## src/rtl/fp_mult_pipe.sv

```systemverilog
// fp_mult_pipe: 3-stage pipelined minifloat multiplier with valid/ready handshake.
//
// Build option: FP_MULT_RNE_EN selects round-to-nearest-even. Without it the
// result is truncated (round toward zero).
//
// Ports:
//   clk, rst_n           clock (rising edge), asynchronous active-low reset
//   in_valid / in_ready  operand handshake; in_ready = out_ready | ~out_valid
//   in_a, in_b [W]       operands packed {sign, exp, mant}
//   in_mode              0: float multiply, 1: unsigned integer product (low W bits)
//   out_valid/out_ready  result handshake
//   out_res [W]          result
//   out_ovf              float result saturated to max magnitude
//   out_unf              nonzero exact product flushed to zero
//
// Stages: S1 unpack and multiply, S2 normalise and denormalise, S3 round and pack.
module fp_mult_pipe #(
    parameter  int EXP_W = 3,
    parameter  int MAN_W = 4,
    localparam int W     = 1 + EXP_W + MAN_W,
    localparam int BIAS  = 2**(EXP_W-1) - 1
) (
    input  logic         clk,
    input  logic         rst_n,
    input  logic         in_valid,
    output logic         in_ready,
    input  logic [W-1:0] in_a,
    input  logic [W-1:0] in_b,
    input  logic         in_mode,
    output logic         out_valid,
    input  logic         out_ready,
    output logic [W-1:0] out_res,
    output logic         out_ovf,
    output logic         out_unf
);
    localparam int MW   = MAN_W + 1;
    localparam int PW   = 2*MAN_W + 2;
    // Signed exponent width: wide enough for e_a+e_b-BIAS minus the largest normalising shift.
    localparam int EW   = EXP_W + 6;
    localparam int LZW  = $clog2(PW);
    localparam int MAXE = 2**EXP_W - 1;

    logic adv;
    assign adv      = out_ready | ~out_valid;
    assign in_ready = adv;

    // S1: unpack, multiply mantissas, add exponents
    logic [EXP_W-1:0] ea, eb;
    logic [MW-1:0]    ma, mb;
    logic             s1_z_d, s1_s_d;
    logic [PW-1:0]    s1_p_d;
    logic [EW-1:0]    s1_e_d;
    logic [W-1:0]     s1_ip_d;
    logic             s1_v_q, s1_m_q, s1_z_q, s1_s_q;
    logic [PW-1:0]    s1_p_q;
    logic [EW-1:0]    s1_e_q;
    logic [W-1:0]     s1_ip_q;

    always_comb begin
        ea      = (in_a[W-2:MAN_W] == '0) ? EXP_W'(1) : in_a[W-2:MAN_W];
        eb      = (in_b[W-2:MAN_W] == '0) ? EXP_W'(1) : in_b[W-2:MAN_W];
        ma      = {in_a[W-2:MAN_W] != '0, in_a[MAN_W-1:0]};
        mb      = {in_b[W-2:MAN_W] != '0, in_b[MAN_W-1:0]};
        s1_z_d  = (in_a[W-2:0] == '0) | (in_b[W-2:0] == '0);
        s1_s_d  = in_a[W-1] ^ in_b[W-1];
        s1_p_d  = PW'(ma) * PW'(mb);
        s1_e_d  = EW'(ea) + EW'(eb) - EW'(BIAS);
        s1_ip_d = in_a * in_b;
    end

    // S2: move the leading one to the top bit, then denormalise if the exponent is below 1.
    // The product's hidden-bit position is bit PW-2, so a zero leading-zero count means exp+1.
    logic [LZW-1:0] lz;
    logic [PW-1:0]  m_n;
    logic [EW-1:0]  e_n, sh, shv, s2_e_d;
    logic           sub;
    logic [MW-1:0]  s2_hm_d;
    logic           s2_v_q, s2_m_q, s2_z_q, s2_s_q;
    logic [MW-1:0]  s2_hm_q;
    logic [EW-1:0]  s2_e_q;
    logic [W-1:0]   s2_ip_q;
`ifdef FP_MULT_RNE_EN
    logic [2*PW-1:0] x;
    logic            s2_g_d, s2_st_d, s2_g_q, s2_st_q;
`endif

    always_comb begin
        lz = '0;
        for (int i = 0; i < PW; i++) if (s1_p_q[i]) lz = LZW'(PW - 1 - i);
        m_n    = s1_p_q << lz;
        e_n    = s1_e_q + EW'(1) - EW'(lz);
        sub    = e_n[EW-1] | (e_n == '0);
        sh     = EW'(1) - e_n;
        // Shifts of PW or more leave only sticky bits, so clamp there.
        shv    = sub ? ((sh > EW'(PW)) ? EW'(PW) : sh) : '0;
        s2_e_d = sub ? '0 : e_n;
`ifdef FP_MULT_RNE_EN
        x       = {m_n, {PW{1'b0}}} >> shv;
        s2_hm_d = x[2*PW-1 -: MW];
        s2_g_d  = x[2*PW-2-MAN_W];
        s2_st_d = |x[2*PW-3-MAN_W:0];
`else
        s2_hm_d = MW'(m_n >> (PW - MW)) >> shv;
`endif
    end

    // S3: round, saturate, flush, pack
    logic          inc;
    logic [MW:0]   rnd;
    logic [EW-1:0] fe;
    logic [W-1:0]  out_res_d;
    logic          out_ovf_d, out_unf_d;
    logic          out_v_q, out_ovf_q, out_unf_q;
    logic [W-1:0]  out_res_q;

    always_comb begin
`ifdef FP_MULT_RNE_EN
        inc = s2_g_q & (s2_st_q | s2_hm_q[0]);
`else
        inc = 1'b0;
`endif
        rnd = {1'b0, s2_hm_q} + (MW+1)'(inc);
        // Carry out of a normal mantissa bumps the exponent; a subnormal that rounds
        // into the hidden bit becomes the minimum normal.
        fe  = s2_e_q + EW'(rnd[MW]) + EW'((s2_e_q == '0) & rnd[MW-1]);
        out_res_d = '0;
        out_ovf_d = 1'b0;
        out_unf_d = 1'b0;
        if (s2_m_q) begin
            out_res_d = s2_ip_q;
        end else if (!s2_z_q) begin
            if (fe > EW'(MAXE)) begin
                out_res_d = {s2_s_q, {(W-1){1'b1}}};
                out_ovf_d = 1'b1;
            end else if (fe == '0 && rnd[MAN_W-1:0] == '0) begin
                out_unf_d = 1'b1;
            end else begin
                out_res_d = {s2_s_q, fe[EXP_W-1:0], rnd[MAN_W-1:0]};
            end
        end
    end

    always_ff @(posedge clk or negedge rst_n) begin
        if (!rst_n) begin
            s1_v_q    <= 1'b0;
            s1_m_q    <= 1'b0;
            s1_z_q    <= 1'b0;
            s1_s_q    <= 1'b0;
            s1_p_q    <= '0;
            s1_e_q    <= '0;
            s1_ip_q   <= '0;
            s2_v_q    <= 1'b0;
            s2_m_q    <= 1'b0;
            s2_z_q    <= 1'b0;
            s2_s_q    <= 1'b0;
            s2_hm_q   <= '0;
            s2_e_q    <= '0;
            s2_ip_q   <= '0;
`ifdef FP_MULT_RNE_EN
            s2_g_q    <= 1'b0;
            s2_st_q   <= 1'b0;
`endif
            out_v_q   <= 1'b0;
            out_res_q <= '0;
            out_ovf_q <= 1'b0;
            out_unf_q <= 1'b0;
        end else if (adv) begin
            s1_v_q    <= in_valid;
            s1_m_q    <= in_mode;
            s1_z_q    <= s1_z_d;
            s1_s_q    <= s1_s_d;
            s1_p_q    <= s1_p_d;
            s1_e_q    <= s1_e_d;
            s1_ip_q   <= s1_ip_d;
            s2_v_q    <= s1_v_q;
            s2_m_q    <= s1_m_q;
            s2_z_q    <= s1_z_q;
            s2_s_q    <= s1_s_q;
            s2_hm_q   <= s2_hm_d;
            s2_e_q    <= s2_e_d;
            s2_ip_q   <= s1_ip_q;
`ifdef FP_MULT_RNE_EN
            s2_g_q    <= s2_g_d;
            s2_st_q   <= s2_st_d;
`endif
            out_v_q   <= s2_v_q;
            out_res_q <= out_res_d;
            out_ovf_q <= out_ovf_d;
            out_unf_q <= out_unf_d;
        end
    end

    assign out_valid = out_v_q;
    assign out_res   = out_res_q;
    assign out_ovf   = out_ovf_q;
    assign out_unf   = out_unf_q;
endmodule

```

## config.mk

```make
export PLATFORM = sky130hd
export DESIGN_NAME = fp_mult_pipe
export DESIGN_NICKNAME = d
export VERILOG_FILES = /design/src/rtl/fp_mult_pipe.sv
export SDC_FILE = /design/constraint.sdc
export NUM_CORES = 1
export LEC_CHECK = 0
export BUFFER_PORTS_ARGS = -buffer_cell sky130_fd_sc_hd__buf_4
export CORE_ASPECT_RATIO = 1.75
export CORE_MARGIN = 10
export CORE_UTILIZATION = 64
export CTS_BUF_LIST = sky130_fd_sc_hd__clkbuf_8
export DETAILED_ROUTE_END_ITERATION = 16
export PLACE_DENSITY = 0.83
export SLEW_MARGIN = 20
export SYNTH_ARGS = -nofsm -noshare
export SYNTH_HDL_FRONTEND = slang
export SYNTH_SLANG_ARGS = --single-unit
```

## constraint.sdc

```tcl
create_clock -name clk -period 4.8 [get_ports clk]
set_clock_uncertainty 0.05 [all_clocks]
set_input_delay 0.72 -clock clk [delete_from_list [all_inputs] [get_ports clk]]
set_output_delay 0.72 -clock clk [all_outputs]
set_load 0.01 [all_outputs]
```

Yosys cells after proc, flatten, opt, wreduce, memory -nomap -nowiden

Index checks and enable logic that the tools add are counted.
W data, S select, Z words.

Bits in read-only memories: 0
Bits in registers: 68
Latch bits: 0
Word-level logic and storage cells: 73
Memories kept: 0
RAM bits: 0
Bits of input ports: 21

Muxes and demuxes: 26
Shift-type cells: 2
Multiply operators: 2
Divide/modulo/power cells: 0
Order comparisons: 2
Bitwise gates (word level): 6
Eq/ne operators: 0
Reductions and logical operators: 11
Add/subtract/negate cells: 6

Operators by type and width:

| cell                  | number |
|---|---|
| $mux W4               | 10 |
| $mux W8               | 4 |
| $logic_not A9 Y1      | 3 |
| $mux W9               | 3 |
| $logic_not A7 Y1      | 2 |
| $mul A5 B5 Y10        | 1 |
| $shl A10 B4 Y10       | 1 |
| $add A9 B1 Y9         | 1 |
| $add A9 B1 Y9 const B | 1 |
| $gt A9 B3 Y1 const B  | 1 |
| $gt A9 B4 Y1 const B  | 1 |
| $shr A5 B9 Y5         | 1 |
| $sub A1 B9 Y9 const A | 1 |
| $sub A9 B4 Y9         | 1 |
| $mul A8 B8 Y8         | 1 |
| $mux W1               | 7 |
| $logic_not A3 Y1      | 2 |
| $mux W3               | 2 |
| $reduce_bool A3 Y1    | 2 |
| $sub A4 B2 Y5 const B | 1 |
| $add A3 B3 Y4         | 1 |
| $logic_not A4 Y1      | 1 |
| $or A1 B1 Y1          | 3 |
| $and A1 B1 Y1         | 1 |
| other kinds (3)       | 3 |

Logic depth before layout (Yosys ltp)

Gate-level depths: netlist of run 1.

Depth in word-level cells: 16
Depth in mapped cells: 18
Depth with buffers taken out: 17

Worst setup path after synthesis of run 1

Ideal clock, no wire load.

Path kind: input port to flip-flop
From: input port in_b[4]
To: register s1_p_q[9]
Required time: 4.663 ns
Buffers on the path: 0
Arrival: 3.898 ns
Setup time: 0.087 ns
Slack: 0.766 ns
Cell stages on the path: 13
Cells stage by stage: or3_1 -> nand2_1 -> fa_1 -> fa_1 -> fa_1 -> inv_1 -> ha_1 -> a21oi_1 -> nor2b_1 -> o21ai_0 -> nand2b_1 -> a211o_1 -> o211ai_1

Longest elaborated chain between the ends: 2

Ends and longest elaborated chain:

| element              | RTL line | text |
|---|---|---|
| start, declared      | 28       | `input logic [W-1:0] in_b,` |
| $reduce_bool A3 Y1   | 63       | `mb = {in_b[W-2:MAN_W] != '0, in_b[MAN_W-1:0]};` |
| $mul A5 B5 Y10       | 66       | `s1_p_d = PW'(ma) * PW'(mb);` |
| end signal, assigned | 172      | `s1_p_q <= s1_p_d;` |
| end, declared        | 55       | `logic [PW-1:0] s1_p_q;` |

No other way between the ends.
A chain may end at the register's enable or synchronous reset.

Final worst setup path of run 1

From: register s1_p_q[9]
To: register s2_hm_q[0]

Longest elaborated chain between the ends: 7

Ends and longest elaborated chain:

| element               | RTL line | text |
|---|---|---|
| $mux W4               | 89       | `for (int i = 0; i < PW; i++) if (s1_p_q[i]) lz = LZW'(PW - 1 - i);` |
| $sub A9 B4 Y9         | 91       | `e_n = s1_e_q + EW'(1) - EW'(lz);` |
| $sub A1 B9 Y9         | 93       | `sh = EW'(1) - e_n;` |
| $gt A9 B4 Y1          | 95       | `shv = sub ? ((sh > EW'(PW)) ? EW'(PW) : sh) : '0;` |
| $mux W9 (2 in series) | 95       |  |
| $shr A5 B9 Y5 *       | 103      | `s2_hm_d = MW'(m_n >> (PW - MW)) >> shv;` |
| end signal, assigned  | 179      | `s2_hm_q <= s2_hm_d;` |
| end, declared         | 79       | `logic [MW-1:0] s2_hm_q;` |

Mark *: on every way between the ends. The rest lies on a longest branch, timed or not.

==> metrics.cfg, run 1 <==
[timing]
slew_headroom=0.485
worst_hold_slack_ns=0.392
tns_ns=0
rsz0062_at_grt=false
tightest_slew_ns=0.766
drv_slew=0
clock.fmax_mhz=219
setup_viol=0
layout_setup_ws_ns=0.232
period_needed_ns=4.57
period_share=0.952
finalHoldViolCount=0

[route]
final_antenna_net_count=0
drt-wirelength-per-cell_microns=18.0
drt-initial-drc-count=275
drt-pass1-iter-count=5
wirelength_microns=13500
drc=0
vias=4641
viasPerCell=6.20

[power]
p_comb_frac=0.616
power.switching_w=0.00175
p_clk_frac=0.129
irDropWorstVdd_uv=263
pwr-share-seq=0.256
p_int_w=0.00192
p_leak_nw=2.91
switching_share=0.477
power_density_nw_per_um2=623

[setup_path]
endpoint_kind=flip-flop
cp.required_ns=4.96
crit_path_max_fanout=11
arrival_ns=4.73
cp-start-kind=flip-flop
path_class=flip-flop to flip-flop
rr_worst_depth=15

[clocking]
post-cts-setup-buffer-count=0
hold_buffers=0
cts_tree=done
cts-root-buf=clkbuf_8
clkSinkCount=61
path_clk_slew_ns=0.08
clockBufferDepth=2
cts_buffers=9
htree_num_levels=3
clk_latency_ns=0.34
cts.repair.resized=0

[logic_synthesis]
async_flop_share=1.00
post_synth.cell_area_avg_sq_um=8.54
synth-edff-count=0
syn_inst=634
synth_seq_area_share=0.282
syn-cell-area_sq_um=5410
synth_nets=729
synth.distinct_cells=76
yosys_register_bits=61
ys.flop_type=dfrtp_1
yosys_warnings=0

[place]
detailedPlace.worstSlack_ns=0.326
place_congestion=0.957
port_buffers=32
place_hpwl_microns=10800

[global_routing]
grt_max_degree=62
grt_antenna_before_repair=0
grt_overflow=0
grt_pass1_vias=4847
grt_pass1_wl_microns=22900
gr-usage-all-layers=0.230

[die]
rows=44
core_sq_um=8260
die_h_microns=142
die_width_microns=89.5
io_pins=33
initial_core_util=0.655
design.die.area_sq_um=12700

[run]
max-cap-violations=0

[finish]
layout_common_cells=nand2_1, dfrtp_1, inv_1, ha_1, buf_4
n_antenna_cell=0
fill_cells=677
final_common_cell=nand2_1
layout.nets=747
finish.utilization=0.714
drive_gt1_frac=0.119
layout-area-overhead-vs-synth_pct=8.97

[min_path]
hp-class=input pin to asynchronous set/reset pin

[outcome]
status=complete, no violations

worst max-delay path: stages (launching register included):
cell and delay, ns:
dfrtp_1 0.50, or2_2 0.41, nor3_4 0.32, inv_1 0.14, ha_1 0.33, ha_1 0.30, a21o_1 0.18, a21o_2 0.22
fa_1 0.55, and3b_1 0.22, o21ai_0 0.22, o211a_1 0.20, o211a_1 0.23, nor4_1 0.09, o32ai_1 0.32, a22oi_1 0.14
kinds of logic after synthesis:
| logic type | Yosys count | share of synthesized area |
|---|---|---|
| XOR/XNOR | 28 | 0.0453 |
| AO/OA/AOI/OAI | 129 | 0.172 |
| AND/OR/NAND/NOR | 247 | 0.222 |
| flip-flops | 61 | 0.282 |
| adder cells (fa/ha/maj) | 74 | 0.204 |
| multiplexers | 3 | 0.00555 |
| buffers and inverters | 92 | 0.0682 |
per-layer routing:
metal / track usage / wire length [microns] / vias up
met5: 0 / 0 / -
met4: 0.151 / 934 / 0
met3: 0.0315 / 419 / 62
met2: 0.415 / 7410 / 151
met1: 0.232 / 4700 / 2234
li1: - / - / 2194
registers in the layout, indices dropped and copies added, names as in the netlist, 5 cells and up:
register  flops
s2_ip_q       8
s1_e_q        5
s1_ip_q       6
s1_p_q       10
s2_hm_q       5
s2_e_q        8
out_res       8
final cells by class:
class | instances | area, sq um | area share
Inverter | 58 | 218 | 0.0369
Clock buffer | 9 | 124 | 0.0210
Sequential cell | 61 | 1530 | 0.259
Clock inverter | 7 | 82.6 | 0.0140
Timing Repair Buffer | 41 | 308 | 0.0522
Tap cell | 92 | 115 | 0.0195
Multi-Input combinational cell | 481 | 3520 | 0.597
power by group through the flow:
| stage | combinational [W] | sequential [W] | clock (W) |
|---|---|---|---|
| 4_1_cts | 0.00225 | 0.000938 | 0.000483 |
| 2_1_floorplan | 0.00174 | 0.000843 | 0 |
| 6_report | 0.00226 | 0.000940 | 0.000473 |
| 3_3_place_gp | 0.00216 | 0.000933 | 0 |
| 5_1_grt | 0.00252 | 0.000969 | 0.000510 |
| 3_5_place_dp | 0.00223 | 0.000948 | 0 |
synth_stat cells, types with 3 or more instances:
library cell / n / area share
nor4_1: 4 / 0.0046
buf_2: 7 / 0.0065
o211a_1: 5 / 0.0092
and3_1: 3 / 0.0035
nand3_1: 9 / 0.0083
mux2i_1: 3 / 0.0055
dfrtp_1: 61 / 0.28
or2_2: 3 / 0.0035
o211ai_1: 7 / 0.0097
xnor2_1: 19 / 0.031
or3_1: 4 / 0.0046
o21a_1: 8 / 0.011
nand2_1: 117 / 0.081
o21ai_0: 22 / 0.020
o31a_1: 3 / 0.0049
inv_1: 56 / 0.039
xor2_1: 9 / 0.015
and2_1: 20 / 0.023
o311ai_0: 6 / 0.0097
ha_1: 50 / 0.12
fa_1: 24 / 0.089
nor2_1: 37 / 0.026
nand2b_1: 8 / 0.0092
clkbuf_1: 22 / 0.015
a31oi_1: 6 / 0.0069
o22ai_1: 5 / 0.0058
o221ai_1: 3 / 0.0049
nor2b_1: 8 / 0.0092
a21o_1: 7 / 0.0097
o31ai_1: 3 / 0.0042
a21oi_1: 23 / 0.021
a22o_1: 3 / 0.0049
nor3_1: 13 / 0.012
final timing paths:
check / startpoint / endpoint / slack [ns]
min reg2reg: s2_v_q / s2_v_q / 0.41
max reg2reg: s1_p_q[9] / s2_hm_q[0] / 0.23
min: rst_n / out_res[6] / 0.39
max: s1_p_q[9] / s2_hm_q[0] / 0.23
max in group asynchronous: rst_n / s2_e_q[5] / 3.80
min in group clk: s2_v_q / s2_v_q / 0.41
per-stage QoR:
step	total power (W)	cells	cell area, sq um
after floorplan	0.00258	634	5410
after global placement	0.00310	733	5690
after detailed placement	0.00317	733	5690
after CTS	0.00367	749	5900
after global routing	0.00400	749	5900
final	0.00367	749	5900
No activity file was read; power rests on OpenSTA's default activity.
==> run 2, diff against run 1 <==
Settings changed: HOLD_SLACK_MARGIN set to 0.1, PLACE_DENSITY 0.83 to unset, PLACE_DENSITY_LB_ADDON set to 0.05, SETUP_SLACK_MARGIN set to 0.1.
==> metrics.cfg, run 2 (synthesis gave the netlist of run 1 again) <==
[outcome]
status=complete, no violations  ; unchanged

[global_routing]
grt_pass1_vias=4769  ; was 4847
grt_antenna_before_repair=0  ; unchanged
grt_overflow=0  ; unchanged
grt_max_degree=62  ; unchanged
gr-usage-all-layers=0.224  ; was 0.230
grt_pass1_wl_microns=22300  ; was 22900 microns

[die]
initial_core_util=0.655  ; unchanged
die_width_microns=89.5  ; unchanged
design.die.area_sq_um=12700  ; unchanged
rows=44  ; unchanged
io_pins=33  ; unchanged
core_sq_um=8260  ; unchanged
die_h_microns=142  ; unchanged

[route]
vias=4579  ; was 4641
drt-initial-drc-count=298  ; was 275
drt-wirelength-per-cell_microns=17.7  ; was 18.0 microns
drc=0  ; unchanged
wirelength_microns=13300  ; was 13500 microns
drt-pass1-iter-count=5  ; unchanged
viasPerCell=6.10  ; was 6.20
final_antenna_net_count=0  ; unchanged

[finish]
regMostFlops=s1_p_q  ; unchanged
layout.nets=749  ; was 747
drive_gt1_frac=0.121  ; was 0.119
layout-area-overhead-vs-synth_pct=9.09  ; was 8.97%
largest_register_ffs=10  ; unchanged
instances_no_fill=751  ; was 749
n_antenna_cell=0  ; unchanged
final_common_cell=nand2_1  ; unchanged
fill_cells=669  ; was 677
layout_common_cells=nand2_1, dfrtp_1, inv_1, ha_1, buf_4  ; unchanged
finish.utilization=0.715  ; was 0.714

[timing]
tightest_slew_ns=0.802  ; was 0.766 ns
finalHoldViolCount=0  ; unchanged
setup_viol=0  ; unchanged
period_needed_ns=4.44  ; was 4.57 ns
layout_setup_ws_ns=0.359  ; was 0.232 ns
tns_ns=0  ; unchanged
slew_headroom=0.461  ; was 0.485
period_share=0.925  ; was 0.952
rsz0062_at_grt=false  ; unchanged
clock.fmax_mhz=225  ; was 219 MHz
drv_slew=0  ; unchanged

[clocking]
hold_buffers=0  ; unchanged
cts-root-buf=clkbuf_8  ; unchanged
cts_buffers=9  ; unchanged
clk_latency_ns=0.34  ; about the same
clkSinkCount=61  ; unchanged
clockBufferDepth=2  ; unchanged
cts.repair.resized=0  ; unchanged
htree_num_levels=3  ; unchanged
path_clk_slew_ns=0.07  ; was 0.08 ns
post-cts-setup-buffer-count=0  ; unchanged
cts_tree=done  ; unchanged

[setup_path]
crit_path_max_fanout=7  ; was 11
arrival_ns=4.60  ; was 4.73 ns
endpoint_kind=flip-flop  ; unchanged
path_class=flip-flop to flip-flop  ; unchanged
crit_path_start=s1_p_q[9]  ; unchanged
worstReg2RegStart=s1_p_q[9]  ; unchanged
cp-start-kind=flip-flop  ; unchanged
cp.required_ns=4.96  ; about the same

[place]
port_buffers=32  ; unchanged
place_congestion=0.944  ; was 0.957
detailedPlace.worstSlack_ns=0.434  ; was 0.326 ns
place_hpwl_microns=10700  ; was 10800 microns
place_inst=735  ; was 733

[power]
p_leak_nw=2.92  ; was 2.91 nW
power_density_nw_per_um2=620  ; was 623 nW/um^2
finalPower_w=0.00366  ; was 0.00367 W
irDropWorstVdd_uv=293  ; was 263 uV

[run]
max-cap-violations=0  ; unchanged

[min_path]
hp-class=input pin to asynchronous set/reset pin  ; unchanged

## run 2: path summary, 6_finish.rpt
check                        endpoint  cells past startpoint  slack [ns]
setup reg to reg           s2_hm_q[0]                     15        0.36
setup / recovery           s2_hm_q[0]                     15        0.36
max in group asynchronous   s2_e_q[3]                      1        3.81
min in group clk           s2_ip_q[4]                      2        0.42
hold reg to reg            s2_ip_q[4]                      2        0.42
hold / removal                out_ovf                      1        0.38
## run 2: power breakdown
part / internal (W) / leakage, nW / switching [W] / total [W]
clock: 0.000241 / 0.0996 / 0.000210 / 0.000451
combinational: 0.000957 / 2.08 / 0.00133 / 0.00228
sequential: 0.000725 / 0.743 / 0.000199 / 0.000924
total: 0.00192 / 2.92 / 0.00174 / 0.00366
## run 2: layout make-up
class / instances / area, sq um / share of cell area
flip-flops and latches: 61 / 1530 / 0.259
clock buffers: 9 / 124 / 0.0210
multi-input cells: 481 / 3520 / 0.597
clock inverters: 7 / 73.8 / 0.0125
repair buffers: 43 / 323 / 0.0547
well taps: 92 / 115 / 0.0195
inverters: 58 / 218 / 0.0369
## run 2: metrics by stage
stage,area (sq um),hold WS (ns)
finish,5900,0.380
global route,5900,0.435
CTS,5900,0.404
detailed placement,5710,0.407
global placement,5710,0.399
floorplan,5410,0.374
## run 2: per-layer routing
layer / up-vias / global-route usage / part of all wire / routed length (microns)
met5: - / 0 / 0 / 0
met1: 2183 / 0.229 / 0.36 / 4790
met2: 147 / 0.410 / 0.56 / 7420
met4: 0 / 0.141 / 0.051 / 683
li1: 2202 / - / - / -
met3: 47 / 0.0258 / 0.030 / 404
## run 2: critical path, cell delays in order (launching register included)
cell     delay (ns)
dfrtp_1        0.37
or2_2          0.37
nor3_4         0.34
inv_1          0.15
ha_1           0.32
ha_1           0.31
a21o_1         0.18
a21o_2         0.22
fa_1           0.54
and3b_1        0.21
o21ai_0        0.24
o211a_1        0.21
o211a_1        0.25
nor4_1         0.10
o32ai_1        0.31
a22oi_1        0.13
